<file path="src/rtl/uart_pkg.sv">
`default_nettype none
// ----------------------------------------------------------------------------
// uart_pkg - shared UART clocking constants and baud divisor helper. Rev 1.0
// ----------------------------------------------------------------------------
package uart_pkg;

  localparam int          DIV_W   = 16;
  localparam int          OVS     = 16;
  localparam int          DEF_DIV = 326;
  localparam int unsigned CLK_HZ  = 50_000_000;

  typedef logic [DIV_W-1:0] div_t;

  // Prescale divisor for a given baud rate at the package oversample ratio
  function automatic div_t baud_div(input int unsigned baud);
    return div_t'(CLK_HZ / (baud * OVS));
  endfunction

endpackage
`default_nettype wire

</file>
<file path="src/rtl/uart_baud_gen_if.sv">
`default_nettype none
// ----------------------------------------------------------------------------
// uart_baud_gen_if - control/status bundle of the baud generator. Rev 1.0
// ----------------------------------------------------------------------------
interface uart_baud_gen_if #(
  parameter int DIV_W = uart_pkg::DIV_W
);

  logic             en;
  logic             restart;
  logic [DIV_W-1:0] div_i;
  logic             div_ld;
  logic [DIV_W-1:0] div_cur;
  logic             clkout;
  logic             tick_ovs;
  logic             tick_bit;
  logic             tick_mid;
  logic             ld_pend;

  modport master (
    output en, restart, div_i, div_ld,
    input  div_cur, clkout, tick_ovs, tick_bit, tick_mid, ld_pend
  );

  modport slave (
    input  en, restart, div_i, div_ld,
    output div_cur, clkout, tick_ovs, tick_bit, tick_mid, ld_pend
  );

endinterface
`default_nettype wire

</file>
<file path="src/rtl/uart_prescale.sv">
`default_nettype none
// ----------------------------------------------------------------------------
// uart_prescale - run-time divisor prescaler with deferred divisor load. Rev 1.0
// ----------------------------------------------------------------------------
module uart_prescale #(
  parameter int DIV_W   = uart_pkg::DIV_W,
  parameter int DEF_DIV = uart_pkg::DEF_DIV
) (
  input  logic             clk50,
  input  logic             rst_n,
  input  logic             en,
  input  logic             restart,
  input  logic [DIV_W-1:0] div_i,
  input  logic             div_ld,
  output logic [DIV_W-1:0] div_cur,
  output logic             clkout,
  output logic             wrap,
  output logic             ld_pend
);

  localparam logic [DIV_W-1:0] ONE = DIV_W'(1);
  localparam logic [DIV_W-1:0] TWO = DIV_W'(2);

  logic [DIV_W-1:0] cnt_q, cnt_d;
  logic [DIV_W-1:0] div_cur_q, div_cur_d;
  logic [DIV_W-1:0] pend_q, pend_d;
  logic             ld_pend_q, ld_pend_d;
  logic             clkout_q, clkout_d;

  logic [DIV_W-1:0] div_clamped;
  logic [DIV_W-1:0] div_new;
  logic             apply_edge;

  always_ff @(posedge clk50 or negedge rst_n) begin
    if (!rst_n) begin
      cnt_q     <= '0;
      div_cur_q <= DIV_W'(DEF_DIV);
      pend_q    <= '0;
      ld_pend_q <= 1'b0;
      clkout_q  <= 1'b0;
    end else begin
      cnt_q     <= cnt_d;
      div_cur_q <= div_cur_d;
      pend_q    <= pend_d;
      ld_pend_q <= ld_pend_d;
      clkout_q  <= clkout_d;
    end
  end

  always_comb begin
    div_clamped = (div_i < TWO) ? TWO : div_i;
    wrap        = en && !restart && (cnt_q == div_cur_q - ONE);
    apply_edge  = wrap || !en || restart;
    div_new     = div_ld ? div_clamped : pend_q;

    // A fresh strobe on an apply edge bypasses pend and takes effect at once
    pend_d    = div_new;
    ld_pend_d = ld_pend_q | div_ld;
    div_cur_d = div_cur_q;
    if (apply_edge && (div_ld || ld_pend_q)) begin
      div_cur_d = div_new;
      ld_pend_d = 1'b0;
    end

    cnt_d    = cnt_q;
    clkout_d = clkout_q;
    if (restart) begin
      cnt_d    = '0;
      clkout_d = 1'b0;
    end else if (en) begin
      if (wrap) begin
        cnt_d    = '0;
        clkout_d = 1'b0;
      end else begin
        cnt_d = cnt_q + ONE;
        if (cnt_q == (div_cur_q >> 1) - ONE) clkout_d = 1'b1;
      end
    end else if (cnt_q >= div_cur_d) begin
      // Divisor shrank underneath a frozen count; restart the period
      cnt_d = '0;
    end
  end

  assign div_cur = div_cur_q;
  assign clkout  = clkout_q;
  assign ld_pend = ld_pend_q;

endmodule
`default_nettype wire

</file>
<file path="src/rtl/uart_baud_gen.sv">
`default_nettype none
// ----------------------------------------------------------------------------
// uart_baud_gen - oversample/bit/mid-bit tick generator for UART TX/RX. Rev 1.0
// ----------------------------------------------------------------------------
module uart_baud_gen #(
  parameter int DIV_W   = uart_pkg::DIV_W,
  parameter int DEF_DIV = uart_pkg::DEF_DIV,
  parameter int OVS     = uart_pkg::OVS
) (
  input  logic             clk50,
  input  logic             rst_n,
  uart_baud_gen_if.slave   bus
);

  localparam int              OVS_W    = $clog2(OVS);
  localparam logic [OVS_W-1:0] OVS_LAST = OVS_W'(OVS - 1);
  localparam logic [OVS_W-1:0] OVS_MID  = OVS_W'(OVS / 2 - 1);

  logic [OVS_W-1:0] ovs_cnt_q, ovs_cnt_d;
  logic             tick_ovs_q, tick_ovs_d;
  logic             tick_bit_q, tick_bit_d;
  logic             tick_mid_q, tick_mid_d;

  logic [DIV_W-1:0] div_cur;
  logic             clkout;
  logic             wrap;
  logic             ld_pend;

  uart_prescale #(
    .DIV_W   (DIV_W),
    .DEF_DIV (DEF_DIV)
  ) u_prescale (
    .clk50   (clk50),
    .rst_n   (rst_n),
    .en      (bus.en),
    .restart (bus.restart),
    .div_i   (bus.div_i),
    .div_ld  (bus.div_ld),
    .div_cur (div_cur),
    .clkout  (clkout),
    .wrap    (wrap),
    .ld_pend (ld_pend)
  );

  always_ff @(posedge clk50 or negedge rst_n) begin
    if (!rst_n) begin
      ovs_cnt_q  <= '0;
      tick_ovs_q <= 1'b0;
      tick_bit_q <= 1'b0;
      tick_mid_q <= 1'b0;
    end else begin
      ovs_cnt_q  <= ovs_cnt_d;
      tick_ovs_q <= tick_ovs_d;
      tick_bit_q <= tick_bit_d;
      tick_mid_q <= tick_mid_d;
    end
  end

  // wrap is already masked by restart, so ticks drop on a restart edge
  always_comb begin
    ovs_cnt_d  = ovs_cnt_q;
    tick_ovs_d = wrap;
    tick_bit_d = wrap && (ovs_cnt_q == OVS_LAST);
    tick_mid_d = wrap && (ovs_cnt_q == OVS_MID);
    if (bus.restart) begin
      ovs_cnt_d = '0;
    end else if (wrap) begin
      ovs_cnt_d = (ovs_cnt_q == OVS_LAST) ? '0 : ovs_cnt_q + OVS_W'(1);
    end
  end

  assign bus.div_cur  = div_cur;
  assign bus.clkout   = clkout;
  assign bus.ld_pend  = ld_pend;
  assign bus.tick_ovs = tick_ovs_q;
  assign bus.tick_bit = tick_bit_q;
  assign bus.tick_mid = tick_mid_q;

endmodule
`default_nettype wire

</file>
<file path="src/flat_wrapper.sv">
// flat-port wrapper written by rule: the top's interface ports become plain ports
module uart_baud_gen_flat 
#(
  parameter int DIV_W   = uart_pkg::DIV_W,
  parameter int DEF_DIV = uart_pkg::DEF_DIV,
  parameter int OVS     = uart_pkg::OVS
)
  (clk50, rst_n, bus_en, bus_restart, bus_div_i, bus_div_ld, bus_div_cur, bus_clkout, bus_tick_ovs, bus_tick_bit, bus_tick_mid, bus_ld_pend);
  uart_baud_gen_if #(.DIV_W(DIV_W)) bus_i ();
  input  logic clk50;
  input  logic rst_n;
  input wire logic [$bits(bus_i.en)-1:0] bus_en;
  input wire logic [$bits(bus_i.restart)-1:0] bus_restart;
  input wire logic [$bits(bus_i.div_i)-1:0] bus_div_i;
  input wire logic [$bits(bus_i.div_ld)-1:0] bus_div_ld;
  output wire logic [$bits(bus_i.div_cur)-1:0] bus_div_cur;
  output wire logic [$bits(bus_i.clkout)-1:0] bus_clkout;
  output wire logic [$bits(bus_i.tick_ovs)-1:0] bus_tick_ovs;
  output wire logic [$bits(bus_i.tick_bit)-1:0] bus_tick_bit;
  output wire logic [$bits(bus_i.tick_mid)-1:0] bus_tick_mid;
  output wire logic [$bits(bus_i.ld_pend)-1:0] bus_ld_pend;
  assign bus_i.en = bus_en;
  assign bus_i.restart = bus_restart;
  assign bus_i.div_i = bus_div_i;
  assign bus_i.div_ld = bus_div_ld;
  assign bus_div_cur = bus_i.div_cur;
  assign bus_clkout = bus_i.clkout;
  assign bus_tick_ovs = bus_i.tick_ovs;
  assign bus_tick_bit = bus_i.tick_bit;
  assign bus_tick_mid = bus_i.tick_mid;
  assign bus_ld_pend = bus_i.ld_pend;
  uart_baud_gen #(.DIV_W(DIV_W), .DEF_DIV(DEF_DIV), .OVS(OVS)) u_core (.clk50(clk50), .rst_n(rst_n), .bus(bus_i));
endmodule
</file>
<file path="config.mk">
export PLATFORM = sky130hd
export DESIGN_NAME = uart_baud_gen_flat
export DESIGN_NICKNAME = d
export VERILOG_FILES = /design/src/rtl/uart_pkg.sv /design/src/rtl/uart_baud_gen_if.sv /design/src/rtl/uart_prescale.sv /design/src/rtl/uart_baud_gen.sv /design/src/flat_wrapper.sv
export SDC_FILE = /design/constraint.sdc
export NUM_CORES = 1
export LEC_CHECK = 0
export CAP_MARGIN = 0
export CORE_ASPECT_RATIO = 1.5
export CORE_MARGIN = 4
export CORE_UTILIZATION = 42
export DETAILED_ROUTE_END_ITERATION = 10
export GPL_TIMING_DRIVEN = 0
export PLACE_DENSITY = 0.65
export SYNTH_ARGS = -nofsm -noshare
export SYNTH_HDL_FRONTEND = slang
export SYNTH_HIERARCHICAL = 1
export SYNTH_SLANG_ARGS = --single-unit
</file>
<file path="constraint.sdc">
create_clock -name clk50 -period 5.98 [get_ports clk50]
set_input_delay 0.897 -clock clk50 [delete_from_list [all_inputs] [get_ports clk50]]
set_output_delay 0.897 -clock clk50 [all_outputs]
set_load 0.05 [all_outputs]
</file>
---- Word-level counts from Yosys, hierarchy flattened ----
Cells that the tools add are included.
cells by class
  add/subtract/negate cells ............... 4
  magnitude comparators ................... 2
  eq/ne operators ......................... 4
  multiplexer cells ....................... 15
  bitwise gates (word level) .............. 1
  reductions and logical operators ........ 15
operators by type and width
  kind                                                 count
  two-way mux 16 bit                                   7
  == test 16 bit                                       2
  adder 16 x 1 -> 16 bit, second input constant        1
  >= comparator 16 bit                                 1
  < comparator 16 x 2 -> 1 bit, second input constant  1
  subtractor 15 x 1 -> 16 bit, second input constant   1
  subtractor 16 x 1 -> 16 bit, second input constant   1
  two-way mux 4 bit                                    3
  nonzero test 3 bit                                   2
  logical AND 1 bit                                    5
  two-way mux 1 bit                                    5
  adder 4 x 1 -> 4 bit, second input constant          1
  == test 4 x 3 -> 1 bit, second input constant        1
  == test 4 bit, second input constant                 1
  nonzero test 2 bit                                   2
  logical OR 1 bit                                     3
  zero test 1 bit                                      2
  AND reduction 2 bit                                  1
  OR 1 bit                                             1
word-level totals
  register bits after elaboration ......... 57
  word-level logic and storage cells ...... 50

---- Depth between registers and ports, before layout ----
  word-level depth ........................ 11
  gate-level depth with buffers ........... 23
  gate-level depth less buffers ........... 19

---- Cells and area by module ----
Netlist, hierarchy kept.
by module, submodules not included
  module         times used  cells each  area an instance (µm²)
  uart_prescale  1           413         3787.4
  uart_baud_gen  1           25          290.3

---- Worst setup path before layout ----
Ideal clock, no wire load.
  kind .................................... flip-flop to flip-flop
  start ................................... reg u_core.u_prescale.div_cur_q[1] (netlist: u_core/u_prescale/div_cur[1])
  end ..................................... reg u_core.u_prescale.cnt_q[1]
  arrival ................................. 4659 ps
  required time ........................... 5914 ps
  slack ................................... 1254 ps
  cell stages (with the launch flop) ...... 23
  buffers on the path ..................... 4
  path through ............................ dfstp_2 > inv_1 > ha_1 > buf_1 > nor2b_1 > o22ai_1 > a22oi_1 > nor4_1 > o2111ai_2 > o21ai_4 > nor2b_1 > buf_4 > buf_6 > mux2_1 > ha_1 > nand2b_1 > a21oi_1 > nor2b_1 > o21ai_0 > nand2_1 > a21oi_1 > clkbuf_1 > a22o_1
between the ends
  longest elaborated chain between the ends .. 9
  elaborated cells between the ends (all ways) .. 12
  classes of those cells .................. add/sub (1); order compare (1); eq/ne (1); mux (4); reduce/logical (5)
RTL lines
  what                                 line                 RTL
  from (decl)                          uart_prescale.sv:25  logic [DIV_W-1:0] div_cur_q, div_cur_d;
  from (signal assigned)               uart_prescale.sv:37  div_cur_q <= DIV_W'(DEF_DIV);
  from (signal assigned)               uart_prescale.sv:43  div_cur_q <= div_cur_d;
  subtractor 16 x 1 -> 16 bit          uart_prescale.sv:52  wrap = en && !restart && (cnt_q == div_cur_q - ONE);
  == test 16 bit                       uart_prescale.sv:52
  logical AND 1 bit                    uart_prescale.sv:52
  logical OR 1 bit (2 in series)       uart_prescale.sv:53  apply_edge = wrap || !en || restart;
  logical AND 1 bit                    uart_prescale.sv:60  if (apply_edge && (div_ld || ld_pend_q)) begin
  two-way mux 16 bit                   uart_prescale.sv:60
  via u_core.u_prescale.div_cur_d[0]   uart_prescale.sv:25
  >= comparator 16 bit                 uart_prescale.sv:78  end else if (cnt_q >= div_cur_d) begin
  nonzero test 3 bit (no source line)  -
  to (signal assigned)                 uart_prescale.sv:42  cnt_q <= cnt_d;
  to (decl)                            uart_prescale.sv:24  logic [DIV_W-1:0] cnt_q, cnt_d;
The timed path passes the listed nets, and every way through them passes these cells.
A chain may end at the register's enable or synchronous reset.

---- Worst setup path in the final report ----
  start ................................... reg u_core.u_prescale.div_cur_q[1] (netlist: u_core/u_prescale/div_cur[1])
  end ..................................... reg u_core.u_prescale.cnt_q[3]
Same word-level chain as after synthesis.

==> metrics <==
CTS tree=yes; flop-to-flop setup slack=0.48 ns; number of cell rows=43; layout cells sized above 1=11.1%; crit end category=register; CP Launch Point=u_core/u_prescale/div_cur[1]; PwrDens=~300 nW/um^2; Crit Reg-Reg Startpoint=u_core/u_prescale/div_cur[1]; clk_lat worst skew=0.34 ns; critical path arrival=5.74 ns; Setup Skew=between 0.007 and 0.008 ns; Port-buffer cells=40; worst setup path end=u_core/u_prescale/cnt_q[3]; register area=1430 sq um; CP Max Fanout=10; setup TNS=0 ns; Mapped Area=4080 sq um; synthesized area per cell=around 9.3 sq um; Antenna Cells=0; first-pass GRT wire length=18,000 microns; Clock Sinks=57; Synth top area share=32.5%; Post-CTS Setup Bufs=0; Area Overhead vs Synth=22.2%; peak supply drop=0.000179 V; ys async rst share=100%; # fillers=roughly 860; max-cap viol count=0; Tot GR Track Use=approximately a fifth; Routed WL per cell=18.6 microns; htree depth=3; drt pass-1 iters=5; Worst-path clk slew=about 0.050 ns; Slew Viols, Final=0; setup repair after global routing missed its margin=false; top-count cell post-synth=dfrtp_1; Seq/Total Area, Yosys=35.1%; Post-synth EDFFs=0; via count=3,544; top_reg_cell synth=dfrtp_1; Die Ht=129 microns; hold path depth=1; pre-CTS setup slack=between 0.2 and 0.25 ns; Final Hold Fails=0; Leakage=~2.1 nW; Final period util=91.9%; RR Endpoint=u_core/u_prescale/cnt_q[3]; switching power=0.000484 W; hpwl dp=8700 microns; Net Sw Frac=32.5%; worst hold path type=reg -> reg; post_cts resized=0; Chip Width=between 80 and 90 microns; core area=9360 sq um; synth top area cells=dfrtp_1 (33%), ha_1 (6.1%), xnor2_1 (4.7%); placed cell area=4630 sq um; nets=531; Clock Power Share=between 40% and 50%; post-route ant nets=0; CTS Root Cell=clkbuf_16; gpl congestion=0.920; Max clock buf depth=2; Seq pwr share=30.4%; Syn Inst Count=roughly 440; Hold Slack=0.498 ns; design area=4980 sq um; Comb pwr share=29.2%; cts bufs inserted=9; Starting Density=43.6%; Yosys cell types=55; YS warnings=6; largest net degree at the start of global routing=36; hold_buf cts=0; top cells by count, synth=dfrtp_1 (53), nand2_1 (32), nor2_1 (32); WP data required=6.23 ns; Synth area leader=dfrtp_1; Worst Max-Slew Pin Slew=0.835 ns; max_slew headroom=43.9%; vias in the first global route=3,581; Max Fclk=182 MHz; Pint=0.00101 W; Final min period=5.50 ns; gr ovfl total=0; multi-input combinational cell area=between 2000 and 2500 sq um; DRT iter0 DRCs=201; final worst slack=0.485 ns; Die ar.=11,400 sq um; status=complete, no violations; Syn Nets=479; Via density=5.84; Final setup viols=0; initial antenna violation count=0; critical path class=reg -> reg; DRC errors left=0; R2R cell count=23; synthesis-stage register bit count=57; Worst Setup Start Kind=register; Ports=42; WL final=11,300 microns
## worst max-delay path, cell delays in order, from the launching register on
cell	delay [ns]
dfstp_2	0.38
inv_1	0.12
ha_1	0.16
clkbuf_1	0.29
nor4b_1	0.42
nand4_1	0.27
or3_1	0.41
a22oi_2	0.20
o2111ai_2	0.16
o21ai_4	0.35
nor2b_1	0.18
buf_4	0.15
buf_6	0.17
mux2_1	0.36
ha_1	0.27
nand2b_1	0.14
a21oi_1	0.15
nor2b_1	0.06
o21ai_0	0.21
nand2_1	0.13
a21oi_2	0.36
clkbuf_2	0.31
nand2_1	0.07
o21ai_0	0.08
## layout by cell type (no fill, tap or decap), types with 10 or more instances in the layout
| cell type | instances |
|---|---|
| a211o_1 | 11 |
| a21oi_1 | 10 |
| clkbuf_1 | 24 |
| clkdlybuf4s50_1 | 39 |
| dfrtp_1 | 53 |
| ha_1 | 20 |
| mux2_1 | 15 |
| mux2_2 | 17 |
| mux2i_1 | 19 |
| nand2_1 | 32 |
| nand3_1 | 16 |
| nor2_1 | 32 |
| nor2b_1 | 11 |
| nor3_1 | 28 |
| o21ai_0 | 16 |
| xnor2_1 | 22 |
| xor2_1 | 17 |
## metrics by stage
step / std cells / utilization (%) / total power, W
after global placement: 590 / 49.3 / 0.000882
after detailed placement: 591 / 49.5 / 0.000892
after global routing: 607 / 53.2 / 0.00156
after CTS: 607 / 53.2 / 0.00149
final: 607 / 53.2 / 0.00149
after floorplan: 438 / - / 0.000755
## how the worst min path moves through the flow
stage                                     start                          end  slack (ns)
finish                      u_core/ovs_cnt_q[3]          u_core/bus.tick_mid        0.50
global route        u_core/u_prescale/pend_q[8]  u_core/u_prescale/pend_q[8]        0.53
CTS                         u_core/ovs_cnt_q[3]          u_core/bus.tick_mid        0.50
detailed placement          u_core/ovs_cnt_q[3]          u_core/bus.tick_mid        0.50
global placement            u_core/ovs_cnt_q[3]          u_core/bus.tick_mid        0.49
floorplan                   u_core/ovs_cnt_q[3]          u_core/bus.tick_mid        0.45
## registers in the layout (all words and copies together) (netlist names), 4 cells and up
register                   flops
u_core/u_prescale/pend_q      16
u_core/u_prescale/div_cur     16
u_core/ovs_cnt_q               4
u_core/u_prescale/cnt_q       16
## cell type report
type                    count  share of cell area (%)
flip-flops and latches     57                    28.7
clock buffers              11                    4.87
inverters                   9                   0.678
multi-input cells         337                    49.1
well taps                 112                    2.81
plain buffers              35                    3.44
repair buffers             41                    8.34
clock inverters             5                    2.06
## metal layers
metal	track usage, %	up-vias	share of wire [%]
li1	-	1678	-
met1	24.1	1730	40
met2	35.2	104	51
met3	4.61	32	4.1
met4	11.9	0	4.9
met5	0	-	0
## logic make-up (layout without fill, tap and decap cells)
group,count (synthesis),in the layout,share of synthesized area [%]
AO/OA/AOI/OAI,70,70,12.4
XOR/XNOR,39,39,8.38
adder cells (fa/ha/maj),20,20,6.14
buffers and inverters,44,101,5.00
flip-flops,57,57,35.1
multiplexers,51,51,13.5
AND/OR/NAND/NOR,157,157,19.5
## power groups by stage
stage               Sequential (W)  Combinational (W)  Clock, W
finish                    0.000453           0.000436  0.000602
global route              0.000458           0.000472  0.000626
CTS                       0.000454           0.000435  0.000606
detailed placement        0.000460           0.000433         0
global placement          0.000459           0.000424         0
floorplan                 0.000526           0.000229         0
(Power assumes the default switching activity.)
